<file path="src/rtl/bf_level1_seq.sv">
// bf_level1_seq
// Level-1 compare-unit input stage for the Bellman-Ford array. It latches a
// full window bus on start, then walks an internal phase counter over
// overlapping 4-word windows and emits one beat per phase on a valid/ready
// port. Each beat carries the raw window A,B,C,D plus min(sat(A+B), sat(C+D)).
// The beat for the next phase is computed combinationally from the operand
// register (or straight from win_i on the accepting edge) and loaded into
// the output register on the handshake edge, so there are no bubbles.

module bf_level1_seq #(
  parameter  int DATA_W     = 32,
  parameter  int NUM_PHASES = 2,
  localparam int PH_W       = $clog2(NUM_PHASES > 1 ? NUM_PHASES : 2)
) (
  input  logic                                  clk,
  input  logic                                  rst_n,
  input  logic                                  start_i,
  input  logic [2*(NUM_PHASES+1)*DATA_W-1:0]    win_i,
  output logic                                  busy_o,
  output logic                                  out_valid_o,
  input  logic                                  out_ready_i,
  output logic [DATA_W-1:0]                     a_o,
  output logic [DATA_W-1:0]                     b_o,
  output logic [DATA_W-1:0]                     c_o,
  output logic [DATA_W-1:0]                     d_o,
  output logic [DATA_W-1:0]                     min_o,
  output logic                                  sel_o,
  output logic [PH_W-1:0]                       phase_o,
  output logic                                  last_o,
  output logic                                  done_o
);

  localparam int NUM_WORDS = 2 * (NUM_PHASES + 1);
  localparam int BUS_W     = NUM_WORDS * DATA_W;
  localparam int IDX_W     = $clog2(NUM_WORDS);

  localparam logic [PH_W-1:0] LAST_PH = PH_W'(NUM_PHASES - 1);

  localparam logic [1:0] ST_IDLE = 2'd0;
  localparam logic [1:0] ST_RUN  = 2'd1;
  localparam logic [1:0] ST_DONE = 2'd2;

  // Saturating add: a carry out of the data width clamps to all-ones (INF),
  // so INF plus anything stays INF.
  function automatic logic [DATA_W-1:0] sat_add(input logic [DATA_W-1:0] x,
                                                input logic [DATA_W-1:0] y);
    logic [DATA_W:0] sum_v;
    sum_v = {1'b0, x} + {1'b0, y};
    if (sum_v[DATA_W]) begin
      sat_add = {DATA_W{1'b1}};
    end else begin
      sat_add = sum_v[DATA_W-1:0];
    end
  endfunction

  // ---------------------------------------------------------------------
  // State and output registers
  // ---------------------------------------------------------------------
  logic [1:0]        state_r;
  logic [BUS_W-1:0]  ops_r;
  logic [PH_W-1:0]   phase_r;
  logic              busy_r;
  logic              valid_r;
  logic              done_r;
  logic              last_r;
  logic              sel_r;
  logic [DATA_W-1:0] a_r;
  logic [DATA_W-1:0] b_r;
  logic [DATA_W-1:0] c_r;
  logic [DATA_W-1:0] d_r;
  logic [DATA_W-1:0] min_r;

  // ---------------------------------------------------------------------
  // Next-beat datapath
  // ---------------------------------------------------------------------
  logic              accept_s;
  logic              hs_s;
  logic [BUS_W-1:0]  src_bus_s;
  logic [DATA_W-1:0] src_words_s [NUM_WORDS];
  logic [PH_W-1:0]   nxt_ph_s;
  logic [IDX_W-1:0]  base_idx_s;
  logic [DATA_W-1:0] nxt_a_s;
  logic [DATA_W-1:0] nxt_b_s;
  logic [DATA_W-1:0] nxt_c_s;
  logic [DATA_W-1:0] nxt_d_s;
  logic [DATA_W-1:0] sum_ab_s;
  logic [DATA_W-1:0] sum_cd_s;
  logic [DATA_W-1:0] nxt_min_s;
  logic              nxt_sel_s;
  logic              nxt_last_s;

  // Start is only honoured outside RUN, i.e. whenever busy_o is low.
  assign accept_s = start_i & (state_r != ST_RUN);
  assign hs_s     = valid_r & out_ready_i;

  // On the accepting edge the operand register is not loaded yet, so the
  // first beat is taken directly from win_i; afterwards from the register.
  assign src_bus_s = accept_s ? win_i : ops_r;

  for (genvar k = 0; k < NUM_WORDS; k++) begin : g_words
    assign src_words_s[k] = src_bus_s[k*DATA_W +: DATA_W];
  end

  // Phase of the beat that the next load would present; holds at the last
  // phase so the window index never runs past the bus.
  always_comb begin
    nxt_ph_s = phase_r;
    if (accept_s) begin
      nxt_ph_s = {PH_W{1'b0}};
    end else if (phase_r != LAST_PH) begin
      nxt_ph_s = phase_r + PH_W'(1'b1);
    end else begin
      nxt_ph_s = phase_r;
    end
  end

  // Window p starts at word 2p; adjacent windows share two words.
  assign base_idx_s = IDX_W'({nxt_ph_s, 1'b0});
  assign nxt_a_s    = src_words_s[base_idx_s];
  assign nxt_b_s    = src_words_s[base_idx_s + IDX_W'(2'd1)];
  assign nxt_c_s    = src_words_s[base_idx_s + IDX_W'(2'd2)];
  assign nxt_d_s    = src_words_s[base_idx_s + IDX_W'(2'd3)];
  assign sum_ab_s   = sat_add(nxt_a_s, nxt_b_s);
  assign sum_cd_s   = sat_add(nxt_c_s, nxt_d_s);
  assign nxt_last_s = (nxt_ph_s == LAST_PH);

  // Relaxation compare: C+D only wins when strictly smaller; ties keep A+B.
  always_comb begin
    nxt_sel_s = 1'b0;
    nxt_min_s = sum_ab_s;
    if (sum_cd_s < sum_ab_s) begin
      nxt_sel_s = 1'b1;
      nxt_min_s = sum_cd_s;
    end else begin
      nxt_sel_s = 1'b0;
      nxt_min_s = sum_ab_s;
    end
  end

  // Sweep FSM plus operand and output registers.
  always_ff @(posedge clk or negedge rst_n) begin
    if (!rst_n) begin
      state_r <= ST_IDLE;
      ops_r   <= {BUS_W{1'b0}};
      phase_r <= {PH_W{1'b0}};
      busy_r  <= 1'b0;
      valid_r <= 1'b0;
      done_r  <= 1'b0;
      last_r  <= 1'b0;
      sel_r   <= 1'b0;
      a_r     <= {DATA_W{1'b0}};
      b_r     <= {DATA_W{1'b0}};
      c_r     <= {DATA_W{1'b0}};
      d_r     <= {DATA_W{1'b0}};
      min_r   <= {DATA_W{1'b0}};
    end else begin
      case (state_r)
        ST_IDLE, ST_DONE: begin
          done_r <= 1'b0;
          if (start_i) begin
            state_r <= ST_RUN;
            busy_r  <= 1'b1;
            ops_r   <= win_i;
            phase_r <= nxt_ph_s;
            valid_r <= 1'b1;
            a_r     <= nxt_a_s;
            b_r     <= nxt_b_s;
            c_r     <= nxt_c_s;
            d_r     <= nxt_d_s;
            min_r   <= nxt_min_s;
            sel_r   <= nxt_sel_s;
            last_r  <= nxt_last_s;
          end else begin
            state_r <= ST_IDLE;
          end
        end
        ST_RUN: begin
          if (hs_s) begin
            if (phase_r == LAST_PH) begin
              state_r <= ST_DONE;
              busy_r  <= 1'b0;
              valid_r <= 1'b0;
              last_r  <= 1'b0;
              done_r  <= 1'b1;
            end else begin
              phase_r <= nxt_ph_s;
              a_r     <= nxt_a_s;
              b_r     <= nxt_b_s;
              c_r     <= nxt_c_s;
              d_r     <= nxt_d_s;
              min_r   <= nxt_min_s;
              sel_r   <= nxt_sel_s;
              last_r  <= nxt_last_s;
            end
          end else begin
            state_r <= ST_RUN;
          end
        end
        default: begin
          state_r <= ST_IDLE;
          busy_r  <= 1'b0;
          valid_r <= 1'b0;
          done_r  <= 1'b0;
          last_r  <= 1'b0;
        end
      endcase
    end
  end

  assign busy_o      = busy_r;
  assign out_valid_o = valid_r;
  assign done_o      = done_r;
  assign last_o      = last_r;
  assign sel_o       = sel_r;
  assign phase_o     = phase_r;
  assign a_o         = a_r;
  assign b_o         = b_r;
  assign c_o         = c_r;
  assign d_o         = d_r;
  assign min_o       = min_r;

  bf_level1_seq_chk #(
    .DATA_W (DATA_W),
    .PH_W   (PH_W)
  ) u_chk (
    .clk         (clk),
    .rst_n       (rst_n),
    .busy_o      (busy_r),
    .out_valid_o (valid_r),
    .out_ready_i (out_ready_i),
    .a_o         (a_r),
    .b_o         (b_r),
    .c_o         (c_r),
    .d_o         (d_r),
    .min_o       (min_r),
    .sel_o       (sel_r),
    .phase_o     (phase_r),
    .last_o      (last_r),
    .done_o      (done_r)
  );

endmodule

// Protocol checker for the output port: pulse shape of done, hold under
// backpressure, and last only ever accompanying a valid beat.
module bf_level1_seq_chk #(
  parameter int DATA_W = 32,
  parameter int PH_W   = 1
) (
  input logic              clk,
  input logic              rst_n,
  input logic              busy_o,
  input logic              out_valid_o,
  input logic              out_ready_i,
  input logic [DATA_W-1:0] a_o,
  input logic [DATA_W-1:0] b_o,
  input logic [DATA_W-1:0] c_o,
  input logic [DATA_W-1:0] d_o,
  input logic [DATA_W-1:0] min_o,
  input logic              sel_o,
  input logic [PH_W-1:0]   phase_o,
  input logic              last_o,
  input logic              done_o
);

  logic [5*DATA_W+PH_W+1:0] beat_s;
  assign beat_s = {a_o, b_o, c_o, d_o, min_o, sel_o, phase_o, last_o};

  a_done_pulse: assert property (@(posedge clk) disable iff (!rst_n)
    done_o |=> !done_o);

  a_busy_done_excl: assert property (@(posedge clk) disable iff (!rst_n)
    !(busy_o && done_o));

  a_last_valid: assert property (@(posedge clk) disable iff (!rst_n)
    last_o |-> out_valid_o);

  a_hold: assert property (@(posedge clk) disable iff (!rst_n)
    (out_valid_o && !out_ready_i) |=> (out_valid_o && $stable(beat_s)));

endmodule

</file>
<file path="config.mk">
export PLATFORM = sky130hd
export DESIGN_NAME = bf_level1_seq
export DESIGN_NICKNAME = d
export VERILOG_FILES = /design/src/rtl/bf_level1_seq.sv
export SDC_FILE = /design/constraint.sdc
export NUM_CORES = 1
export LEC_CHECK = 0
export CELL_PAD_IN_SITES_DETAIL_PLACEMENT = 0
export CELL_PAD_IN_SITES_GLOBAL_PLACEMENT = 1
export CORE_AREA = 2 2 242 244
export CTS_CLUSTER_SIZE = 30
export DETAILED_ROUTE_END_ITERATION = 6
export DIE_AREA = 0 0 244 246
export PLACE_DENSITY_LB_ADDON = 0.1
export SLEW_MARGIN = 15
export SYNTH_ARGS = -nofsm -noshare
export SYNTH_HDL_FRONTEND = slang
export SYNTH_HIERARCHICAL = 1
export SYNTH_SLANG_ARGS = --single-unit
</file>
<file path="constraint.sdc">
create_clock -name clk -period 6.6 [get_ports clk]
set_clock_uncertainty 0.2 [all_clocks]
set_input_delay 0.66 -clock clk [delete_from_list [all_inputs] [get_ports clk]]
set_output_delay 0.66 -clock clk [all_outputs]
set_load 0.05 [all_outputs]
</file>
==> metrics.csv <==
metric,value,unit
avgSynthCellArea,9.78,um^2
synth_area_leaders,"dfrtp_1 43%, mux2_2 17%, nand2_1 10%",
placed_cells,3112,
drt_iter0_markers,672,
clock-sinks,295,
setup_viol,0,
end_kind,flip-flop,
vias,15100,
violations,negative hold slack,
synth_top_area_frac,0.432,
syn-num-nets,2041,
grt_first_pass_wirelength,97.2,mm
required,6.87,ns
clk-insertion-delay-late,0.56,ns
diodes,0,
num_io_pins,362,
fp.coreArea,57400,um^2
ys_seq_area_frac,0.432,
synth_top_cell_by_area,dfrtp_1,
crit_fanout,8,
wl,65.6,mm
cts-htree-levels,2,
die_y,246,um
design_area,25400,um^2
num_rows,88,
cts-buffers-inserted,38,
max_freq,0.160,GHz
clockRootBuffer,clkbuf_16,
crit_arrival,6.54,ns
grt_max_degree,140,
netlist_top_cells_count,"462 x nand2_1, 295 x dfrtp_1, 259 x mux2_2",
path_common_cell,nor3_2,
die_width,244,um
drc,0,
final_layout_size_suffix_gt1_frac,0.290,
status,finished with violations,
antenna_found_initial,8,
synth_edf_count,0,
place_congestion,0.888,
synth.most_common_cell,nand2_1,
slew_violations,0,
r2r-start,state_r[0],
hold_path_class,primary input to async pin,
synthFlopType,dfrtp_1,
netlist_area,17100,um^2
nFillCells,5700,
clockBufferDepth,3,
holdWs,-0.0536,ns
port_buffers,361,
yosysUniqueCellTypes,77,
synth_warnings,6,
dr.pass1.iters,5,
start_util,0.298,
finalNonFillerCells,3192,
syn2layout_area_growth,48.8,%
startpoint,state_r[0],
postSynth.asyncResetShare,1.00,
placed_area,23800,um^2
final_antenna_net_count,0,
clk_pin_slew,0.06,ns
max_cap_viol_count,0,
crit_type,flip-flop to flip-flop,
worst_path_largest_cell_delay,0.44,ns
via_per_inst,4.72,
grt_usage,0.216,
finalCritPeriodShare,0.949,
period_needed,6.26,ns
grt_pass1_vias,16000,
dieArea,60000,um^2
grt_overflow,0,
worstSetupStartpointType,flip-flop,
syn_inst,1748,
cts_hold_buffers,0,
wl_per_cell,20.5,um
slew_headroom,0.337,
slowest_stage,dfrtp_2,
tightestPinTransition,0.995,ns
ys_seq_elements,295,
rsz0062_at_grt,yes,
final_nets,2694,
hold_viol,14,
post-dp-hpwl,52.0,mm
cts_tree,built,
-- registers in the layout (all words and copies together), names as in the netlist --
name	count
a_o	32
ops_r	128
state_r	2
out_valid_o	1
b_o	32
min_o	32
done_o	1
d_o	32
last_o	1
phase_o	1
c_o	32
sel_o	1
-- critical path, delay by kind of cell (launching register included) --
family / cells / cell delay (ns)
AOI/OAI and AO/OA: 10 / 2.09
adders and majority gates: 3 / 0.86
buffers and inverters: 3 / 0.39
DFF: 1 / 0.44
muxes: 2 / 0.56
and+or+nand+nor: 11 / 1.60
-- stage by stage --
step / setup slack (ns) / utilization / TNS [ns] / hold slack, ns
2_1_floorplan: 0.244 / - / 0 / 0.164
3_3_place_gp: -0.754 / 0.415 / -17.19 / 0.259
3_5_place_dp: -0.718 / 0.415 / -18.82 / 0.262
4_1_cts: 0.0106 / 0.438 / 0 / 0.00271
5_1_grt: -0.0256 / 0.443 / -0.0699 / 0.0466
6_report: 0.338 / 0.443 / 0 / -0.0536
-- path summary, 6_finish.rpt --
path	end	slack, ns	cells after the start
max	min_o[23]	0.34	29
min	d_o[4]	-0.05	1
max reg2reg	min_o[23]	0.34	29
min reg2reg	d_o[8]	0.27	2
max in group asynchronous	ops_r[191]	4.69	2
min in group clk	d_o[8]	0.27	2
-- cells in the final DEF (no fill, tap or decap), drive strengths merged, types with 4 or more instances in the layout --
cell	count
xnor2	27
nor2	80
o21a	8
nand3	18
inv	36
mux2i	17
o21bai	7
nand4	9
a21oi	55
nand2b	12
or2	11
and2	14
a21o	34
dfrtp	295
nor3b	5
nand2	463
o21ai	80
and3	8
clkbuf	58
clkinv	5
xor2	23
nor3	13
a211oi	12
mux2	259
o211ai	7
clkdlybuf4s50	359
bufinv	4
ha	95
a21boi	4
a31oi	10
buf	331
nor2b	11
o31ai	12
-- area by class of cell --
class	instances	area (um^2)	share of cell area
multi-input cells	1337	9430	0.371
flip-flops and latches	295	7380	0.290
repair buffers	693	6260	0.246
well taps	765	957	0.0376
clock inverters	10	175	0.00689
clock buffers	56	1090	0.0429
inverters	36	135	0.00531
-- timing repair --
item / 4_1_cts / 5_1_grt
pin swaps: 0 / 19
setup endpoints to repair: 26 / 33
gates resized for setup: 5 / 37
setup buffers: 0 / 12
cloned: 0 / 2
-- cell families (layout without fill, tap and decap cells) --
group,count (synthesis),after routing,share of synthesized area
flops,295,295,0.432
compound gates,259,259,0.102
fa+ha+maj,97,97,0.0719
buf+inv,116,795,0.0275
mux,276,276,0.181
xor+xnor,50,50,0.0256
simple gates,655,655,0.160
-- routing by layer --
| metal | part of all wire | track usage | vias up |
|---|---|---|---|
| met5 | 0.0013 | 0 | - |
| met4 | 0.029 | 0.0692 | 14 |
| met3 | 0.058 | 0.0508 | 101 |
| met2 | 0.51 | 0.396 | 336 |
| met1 | 0.40 | 0.245 | 7277 |
| li1 | - | - | 7329 |
Power is left out: the tool's default activity adds up to more than one toggle a clock period on the data nets, which glitch-free logic cannot reach.
